## config.mk

```make
export PLATFORM = sky130hd
export DESIGN_NAME = fp_sseg_driver
export DESIGN_NICKNAME = d
export VERILOG_FILES = /design/src/rtl/fp_pkg.sv /design/src/rtl/hex_to_sseg.sv /design/src/rtl/fp_sseg_driver.sv
export SDC_FILE = /design/constraint.sdc
export NUM_CORES = 1
export LEC_CHECK = 0
export CAP_MARGIN = 20
export CORE_ASPECT_RATIO = 0.5
export CORE_MARGIN = 3
export CORE_UTILIZATION = 55
export DETAILED_ROUTE_END_ITERATION = 10
export GPL_TIMING_DRIVEN = 0
export PLACE_DENSITY_LB_ADDON = 0.2
export SYNTH_ARGS = -nofsm -noshare
export SYNTH_HDL_FRONTEND = slang
export SYNTH_HIERARCHICAL = 1
export SYNTH_SLANG_ARGS = --single-unit
export TNS_END_PERCENT = 30
```

## constraint.sdc

```tcl
create_clock -name clk -period 3.8 [get_ports clk]
set_input_delay 0.76 -clock clk [delete_from_list [all_inputs] [get_ports clk]]
set_output_delay 0.76 -clock clk [all_outputs]
set_load 0.01 [all_outputs]
```

## src/rtl/fp_pkg.sv

```systemverilog
// Shared definitions for the 13-bit floating-point datapath and its seven-segment display.
package fp_pkg;

  localparam int unsigned FP_W     = 13;
  localparam int unsigned EXP_W    = 4;
  localparam int unsigned FRAC_W   = 8;
  localparam int unsigned SIGN_BIT = 12;
  localparam int unsigned EXP_MSB  = 11;
  localparam int unsigned EXP_LSB  = 8;

  localparam int unsigned NIB_W    = 4;
  localparam int unsigned SEG_W    = 7;
  localparam int unsigned AN_W     = 4;

  // Active-low {g,f,e,d,c,b,a} patterns for the non-hex glyphs.
  localparam logic [SEG_W-1:0] SEG_BLANK = 7'h7F;
  localparam logic [SEG_W-1:0] SEG_MINUS = 7'h3F;

endpackage

```

## src/rtl/hex_to_sseg.sv

```systemverilog
// Combinational hex nibble to active-low seven-segment pattern {g,f,e,d,c,b,a}.
module hex_to_sseg
  import fp_pkg::*;
(
  input  logic [NIB_W-1:0] nibble_i,
  output logic [SEG_W-1:0] seg_o_c
);

  always_comb begin
    seg_o_c = SEG_BLANK;
    case (nibble_i)
      4'h0: seg_o_c = 7'h40;
      4'h1: seg_o_c = 7'h79;
      4'h2: seg_o_c = 7'h24;
      4'h3: seg_o_c = 7'h30;
      4'h4: seg_o_c = 7'h19;
      4'h5: seg_o_c = 7'h12;
      4'h6: seg_o_c = 7'h02;
      4'h7: seg_o_c = 7'h78;
      4'h8: seg_o_c = 7'h00;
      4'h9: seg_o_c = 7'h10;
      4'hA: seg_o_c = 7'h08;
      4'hB: seg_o_c = 7'h03;
      4'hC: seg_o_c = 7'h46;
      4'hD: seg_o_c = 7'h21;
      4'hE: seg_o_c = 7'h06;
      4'hF: seg_o_c = 7'h0E;
      default: seg_o_c = SEG_BLANK;
    endcase
  end

endmodule

```

## src/rtl/fp_sseg_driver.sv

```systemverilog
// Four-digit multiplexed seven-segment display of a captured fp value (sign, exp, frac hex).
// Optional FP_SSEG_DP_EN lights the decimal point on the exponent digit.
module fp_sseg_driver
  import fp_pkg::*;
#(
  parameter int unsigned REFRESH_DIV = 100000,
  parameter int unsigned GUARD       = 16
) (
  input  logic              clk,
  input  logic              reset,
  input  logic              load,
  input  logic [FP_W-1:0]   fp_in,
  output logic [AN_W-1:0]   an,
  output logic [SEG_W-1:0]  seg,
  output logic              dp
);

  localparam int unsigned CNT_W = (REFRESH_DIV > 1) ? $clog2(REFRESH_DIV) : 1;

  logic [CNT_W-1:0] cnt_q, cnt_d;
  logic [1:0]       digit_q, digit_d;
  logic [FP_W-1:0]  staged_q, staged_d;
  logic [FP_W-1:0]  shown_q, shown_d;
  logic             pending_q, pending_d;
  logic [AN_W-1:0]  an_q, an_d;
  logic [SEG_W-1:0] seg_q, seg_d;

  logic             cnt_wrap_c;
  logic             frame_end_c;
  logic             active_c;
  logic [NIB_W-1:0] nibble_c;
  logic [SEG_W-1:0] hex_seg_c;

  hex_to_sseg u_hex_to_sseg (
    .nibble_i (nibble_c),
    .seg_o_c  (hex_seg_c)
  );

  // Slot timing and frame-boundary update of the displayed value.
  always_comb begin
    cnt_wrap_c  = (cnt_q == CNT_W'(REFRESH_DIV - 1));
    frame_end_c = cnt_wrap_c && (digit_q == 2'd3);
    cnt_d       = cnt_wrap_c ? '0 : cnt_q + CNT_W'(1);
    digit_d     = cnt_wrap_c ? digit_q + 2'd1 : digit_q;
    staged_d    = staged_q;
    pending_d   = pending_q;
    shown_d     = shown_q;
    if (load) begin
      staged_d  = fp_in;
      pending_d = 1'b1;
    end
    if (frame_end_c) begin
      pending_d = 1'b0;
      if (load) begin
        shown_d = fp_in;
      end else if (pending_q) begin
        shown_d = staged_q;
      end
    end
  end

  // Pin values are derived from post-edge state so the pins come straight from flops.
  always_comb begin
    active_c = (cnt_d >= CNT_W'(GUARD));
    nibble_c = '0;
    case (digit_d)
      2'd0:    nibble_c = shown_d[NIB_W-1:0];
      2'd1:    nibble_c = shown_d[FRAC_W-1:NIB_W];
      2'd2:    nibble_c = shown_d[EXP_MSB:EXP_LSB];
      default: nibble_c = '0;
    endcase
    an_d  = 4'hF;
    seg_d = SEG_BLANK;
    if (active_c) begin
      an_d = ~(4'b0001 << digit_d);
      if (digit_d == 2'd3) begin
        seg_d = shown_d[SIGN_BIT] ? SEG_MINUS : SEG_BLANK;
      end else begin
        seg_d = hex_seg_c;
      end
    end
  end

  always_ff @(posedge clk or posedge reset) begin
    if (reset) begin
      cnt_q     <= '0;
      digit_q   <= '0;
      staged_q  <= '0;
      shown_q   <= '0;
      pending_q <= 1'b0;
      an_q      <= 4'hF;
      seg_q     <= SEG_BLANK;
    end else begin
      cnt_q     <= cnt_d;
      digit_q   <= digit_d;
      staged_q  <= staged_d;
      shown_q   <= shown_d;
      pending_q <= pending_d;
      an_q      <= an_d;
      seg_q     <= seg_d;
    end
  end

  assign an  = an_q;
  assign seg = seg_q;

`ifdef FP_SSEG_DP_EN
  logic dp_q, dp_d;

  // Decimal point marks the exponent/fraction split on digit 2.
  assign dp_d = ~(active_c && (digit_d == 2'd2));

  always_ff @(posedge clk or posedge reset) begin
    if (reset) begin
      dp_q <= 1'b1;
    end else begin
      dp_q <= dp_d;
    end
  end

  assign dp = dp_q;
`else
  assign dp = 1'b1;
`endif

endmodule

```

---- Yosys cells after proc, flatten, opt, wreduce, memory -nomap -nowiden ----
Memories as Yosys holds them, arrays and structs flattened.
Index checks and enable logic that the tools add are counted.
operators by class
  reductions and logical operators ........ 3
  mux-type cells .......................... 12
  equality and inequality tests ........... 5
  shift operators ......................... 1
  order comparisons ....................... 1
  add/sub/neg operators ................... 2
  bitwise operators ....................... 1
operators by type and width
  kind                   number
  $mux 13                3
  $mux 7                 3
  $add 17x1->17 const B  1
  $eq 17x17->1 const B   1
  $ge 17x5->1 const B    1
  $mux 17                1
  $pmux 4 s3             1
  $eq 2x2->1 const B     3
  $mux 4                 1
  $not 4->4              1
  $shl 1x2->4 const A    1
  $add 2x1->2 const B    1
  $eq 2x1->1 const B     1
  $logic_not 2->1        1
  $mux 1                 2
  $mux 2                 1
  $reduce_bool 2->1      1
  $logic_and 1x1->1      1
storage, ports and cells
  logic and storage cells ................. 33
  memories ................................ 1
  input bits .............................. 16
  memory bits (read-only) ................. 112
  output and inout port bits .............. 12
  flip-flop bits (word level) ............. 57
memory list
  memory            words  width  read ports  clocked after memory_dff  wr ports  line               RTL
  (name not given)  16     7      1           0                         0         hex_to_sseg.sv:11  case (nibble_i)

---- Longest topological paths before layout ----
An unclocked memory read counts as a cell.
  depth in word-level cells ............... 7
  mapped depth ............................ 15
  depth with buffers taken out ............ 13

---- Cells and area by module ----
The synthesis kept the hierarchy.
by module, submodules not included
  module          area an instance (sq um)  cells an instance  sequential area each (sq um)  instances
  fp_sseg_driver  2690.1                    226                1440.1                        1
  hex_to_sseg     275.3                     32                 0.0                           1

---- Least setup slack after synthesis ----
Ideal clock, no wire load.
  kind .................................... input -> register
  start point ............................. in load
  end point ............................... reg seg_q[3], in the netlist seg[3]
  data required time ...................... 3722 ps
  cell stages on the path ................. 13
  path slack .............................. 349 ps
  path buffers ............................ 2
  data arrival time ....................... 3374 ps
  setup time .............................. 78 ps
  path through ............................ buf_2 -> buf_1 -> a21oi_1 -> o41ai_1 -> o31a_1 -> mux2i_1 -> o22ai_1 -> inv_1 -> ha_1 -> inv_1 -> mux4_1 -> nor2_1 -> nand2_1
on the way
  cells in the longest elaborated chain, start to end .. 6
ends and longest elaborated chain
  what                    line                   RTL
  from (decl)             fp_sseg_driver.sv:11   input logic load,
  $mux 13                 fp_sseg_driver.sv:54   if (load) begin
  $mux 13                 fp_sseg_driver.sv:52   if (frame_end_c) begin
  named net shown_d[8]    fp_sseg_driver.sv:23   logic [FP_W-1:0] shown_q, shown_d;
  $pmux 4 s3              fp_sseg_driver.sv:66   case (digit_d)
  named net nibble_c[0]   fp_sseg_driver.sv:31   logic [NIB_W-1:0] nibble_c;
  $mem_v2 16x7            -
  named net hex_seg_c[3]  fp_sseg_driver.sv:32   logic [SEG_W-1:0] hex_seg_c;
  $mux 7                  fp_sseg_driver.sv:76   if (digit_d == 2'd3) begin
  $mux 7                  fp_sseg_driver.sv:74   if (active_c) begin
  named net seg_d[3]      fp_sseg_driver.sv:26   logic [SEG_W-1:0] seg_q, seg_d;
  to (signal assigned)    fp_sseg_driver.sv:100  seg_q <= seg_d;
  to (decl)               fp_sseg_driver.sv:26
The timed path passes the listed nets, and every way through them passes these cells.
A chain may end at the register's enable or synchronous reset.

---- Worst setup path in the final report ----
  start point ............................. reg cnt_q[14]
  end point ............................... reg seg_q[3], in the netlist seg[3]
on the way
  cells in the longest elaborated chain, start to end .. 7
  elaborated cells between the ends (all ways) .. 15
ends and longest elaborated chain
  what                                      line                  RTL
  from (decl)                               fp_sseg_driver.sv:20  logic [CNT_W-1:0] cnt_q, cnt_d;
  from (signal assigned)                    fp_sseg_driver.sv:94  cnt_q <= cnt_d;
  $eq 17x17->1 *                            fp_sseg_driver.sv:41  cnt_wrap_c = (cnt_q == CNT_W'(REFRESH_DIV - 1));
  $mux 2 *                                  fp_sseg_driver.sv:44  digit_d = cnt_wrap_c ? digit_q + 2'd1 : digit_q;
  named net digit_d[0]                      fp_sseg_driver.sv:21  logic [1:0] digit_q, digit_d;
  $eq 2x2->1, or another cell as far along  fp_sseg_driver.sv:66
  $pmux 4 s3 *                              fp_sseg_driver.sv:66
  named net nibble_c[1]                     fp_sseg_driver.sv:31
  $mem_v2 16x7 *                            -
  named net hex_seg_c[3]                    fp_sseg_driver.sv:32
  $mux 7 *                                  fp_sseg_driver.sv:76
  $mux 7 *                                  fp_sseg_driver.sv:74
  named net seg_d[3]                        fp_sseg_driver.sv:26
The timed path passes the listed nets; every way through them passes the cells marked *.

==> impl_metrics.json <==
{
  "dp.cells": 354,
  "ys_seq_area_share_pct": 48.6,
  "fmax_mhz": 289,
  "fin_crit_ps": 3460,
  "busiest_layer": "met2",
  "start_kind": "register",
  "slew_violations": 0,
  "design_area_mm2": 0.00357,
  "numCtsBuffers": 9,
  "cts_tree": "done",
  "grt_pass1_wl_mm": 9.29,
  "pre_cts_slack_ps": -231,
  "maxCapViolations": 0,
  "endpoint_kind": "register",
  "grtUsageMet1_pct": 23.4,
  "synthMuxAreaShare_pct": 14.0,
  "syn_area_mm2": 0.00297,
  "finalSetupViolCount": 0,
  "hp-class": "reg2reg",
  "hold_violations": 0,
  "timing.final.ws_setup_ps": 340,
  "cts.clk_slew.worst_paths_ps": 60,
  "grt_pass1_vias": 2030,
  "synth_cells": 258,
  "num-nets-final": 320,
  "initial_core_util_pct": 58.5,
  "cts_sinks": 57,
  "finalSetupTns_ps": 0,
  "die_w_um": 110,
  "synth_nets": 283,
  "final_cell_mix": "dfrtp_1 (46), nor2_1 (28), clkdlybuf4s50_1 (25)",
  "fin_crit_sh_pct": 91.1,
  "cts_root_buf": "clkbuf_8",
  "clock_path_buffers": 2,
  "io_buffers": 25,
  "drtPass1Iterations": 4,
  "synth_edf_count": 0,
  "dp_hpwl_mm": 3.77,
  "status": "completed",
  "critPathArrivalTime_ps": 3710,
  "fin_util_pct": 70.5,
  "gp_congestion": 0.900,
  "antenna_found_initial": 0,
  "ios": 28,
  "totalWireLength_mm": 5.32,
  "core-area_mm2": 0.00507,
  "ys_top_cells_by_area": "dfrtp_1 (39%), dfstp_2 (9.7%), mux2_2 (8.7%), mux2i_1 (4.4%), xor2_1 (3.8%)",
  "ys_types": 56,
  "relSlewSlack_pct": 58.6,
  "drt_iter0_drc": 57,
  "peakVddDrop_uv": 304,
  "row_count": 18,
  "grt_usage_pct": 19.3,
  "synth-xor-area-share_pct": 6.24,
  "wl_per_cell_um": 14.4,
  "p_leak_nw": 1.62,
  "area_delta_synth_final_pct": 20.5,
  "clk_latency_ps": 330,
  "grt_max_degree": 36,
  "worstPathRequired_ps": 4050,
  "rsz0062_at_grt": "false",
  "instances_no_fill": 370,
  "route.detailed.drc": 0,
  "synth_compound_area_share_pct": 7.17,
  "h-tree-depth": 3,
  "asyncSetResetFlopFracSynth_pct": 100,
  "ys_warn_count": 6,
  "die_h_um": 57.9,
  "avgViaCountPerCell": 5.26,
  "synth_flop_cell": "dfrtp_1",
  "post_cts_buffers": 0,
  "synth_seq_cells": 57,
  "ant_nets": 0,
  "synth_top_family_by_area": "simple AND/OR/NAND/NOR gates",
  "dr_total_vias": 1946,
  "power.density_mw_per_mm2": 383,
  "yosysTopAreaCell": "dfrtp_1",
  "path_max_fanout": 9,
  "worst_pin_slew_ps": 619,
  "use_met2_pct": 33.3,
  "fin_skew_ps": 10.6,
  "synth_fa_ha_area_share_pct": 3.80,
  "placed_area_mm2": 0.00332,
  "grt_overflow": 0,
  "syn_area_per_cell_um2": 11.5,
  "synthSimpleGateAreaFrac_pct": 15.7,
  "n_antenna_cell": 0,
  "drive_gt1_share_pct": 27.3,
  "final_common_cell": "dfrtp_1",
  "reg2reg_slack_ps": 340,
  "worst-setup-path-type": "reg2reg",
  "yosysTopAreaCellShare_pct": 38.8,
  "grt_util_met3_pct": 6.79,
  "die_area_mm2": 0.00636
}
-- layer usage --
layer / part of all wire [%] / up-vias
li1: - / 963
met3: 3.1 / 2
met4: 0.15 / 0
met1: 45 / 953
met2: 51 / 28
met5: 0 / -
-- flip-flops by register name, indices dropped and copies added, names as in the netlist --
signal and count:
digit_q 2, an 4, shown_q 13, pending_q 1, staged_q 13, seg 7, cnt_q 17
-- worst max-delay path, cell delays in order, from the launching register on --
cell and delay, ps:
dfrtp_1 370, buf_6 130, and4bb_1 320, nand3_2 150, or2_0 250, buf_6 150, xnor2_4 290, nand2b_2 150
o22ai_1 350, inv_1 190, ha_1 310, inv_1 50, mux4_1 470, nor2_1 130, nand2_1 70
-- through the flow --
| step | hold WS [ps] | power [mW] |
|---|---|---|
| after global placement | 463 | 0.684 |
| after global routing | 502 | 1.42 |
| after detailed placement | 468 | 0.689 |
| after floorplan | 447 | 0.664 |
| final | 478 | 1.37 |
| after CTS | 476 | 1.38 |
-- final timing paths --
| path | from | end | cells past startpoint |
|---|---|---|---|
| setup / recovery | cnt_q[14] | seg[3] | 14 |
| hold / removal | cnt_q[0] | cnt_q[0] | 1 |
| setup reg to reg | cnt_q[14] | seg[3] | 14 |
| hold reg to reg | cnt_q[0] | cnt_q[0] | 1 |
| max in group asynchronous | reset | seg[5] | 3 |
| min in group asynchronous | reset | cnt_q[12] | 2 |
-- where the power goes --
group	internal, mW	switching [mW]
Combinational	0.0286	0.0238
Sequential	0.621	0.00329
Clock	0.453	0.238
Total	1.10	0.265
-- timing repair --
item / in CTS / in global routing
endpoints found under the setup margin: 0 / 1
gates resized for setup: 0 / 2
hold buffers: 0 / 0
-- cells in the mapped netlist, types with 2 or more instances --
cell      instances
dfrtp_1          46
and2_1            2
o211ai_1          2
or2_2             2
nor2_1           28
nand4_1           5
xor2_1           13
a22o_1            2
buf_4             3
buf_2             6
nand2_1          20
a21oi_1           3
o21ai_0           4
ha_1              9
buf_6             3
o22ai_1           4
inv_1            11
xnor2_1           5
and3_1            4
mux2_2           23
mux2i_1          13
nand3_1           6
dfstp_2          11
-- cell families (layout without fill, tap and decap cells) --
logic type               after synthesis  count (layout)
AO/OA/AOI/OAI                         26              26
adder cells (fa/ha/maj)                9               9
other                                  1               1
multiplexers                          37              37
buffers and inverters                 24              66
AND/OR/NAND/NOR                       85              85
XOR/XNOR                              19              19
flip-flops                            57              57
-- final cells by class --
type	count	area, um2
plain buffers	13	91.3
clock buffers	11	141
clock inverters	5	103
fillers	361	1490
inverters	11	41.3
multi-input cells	177	1400
flip-flops and latches	57	1440
well taps	70	87.6
repair buffers	26	270
(Power assumes the default switching activity.)
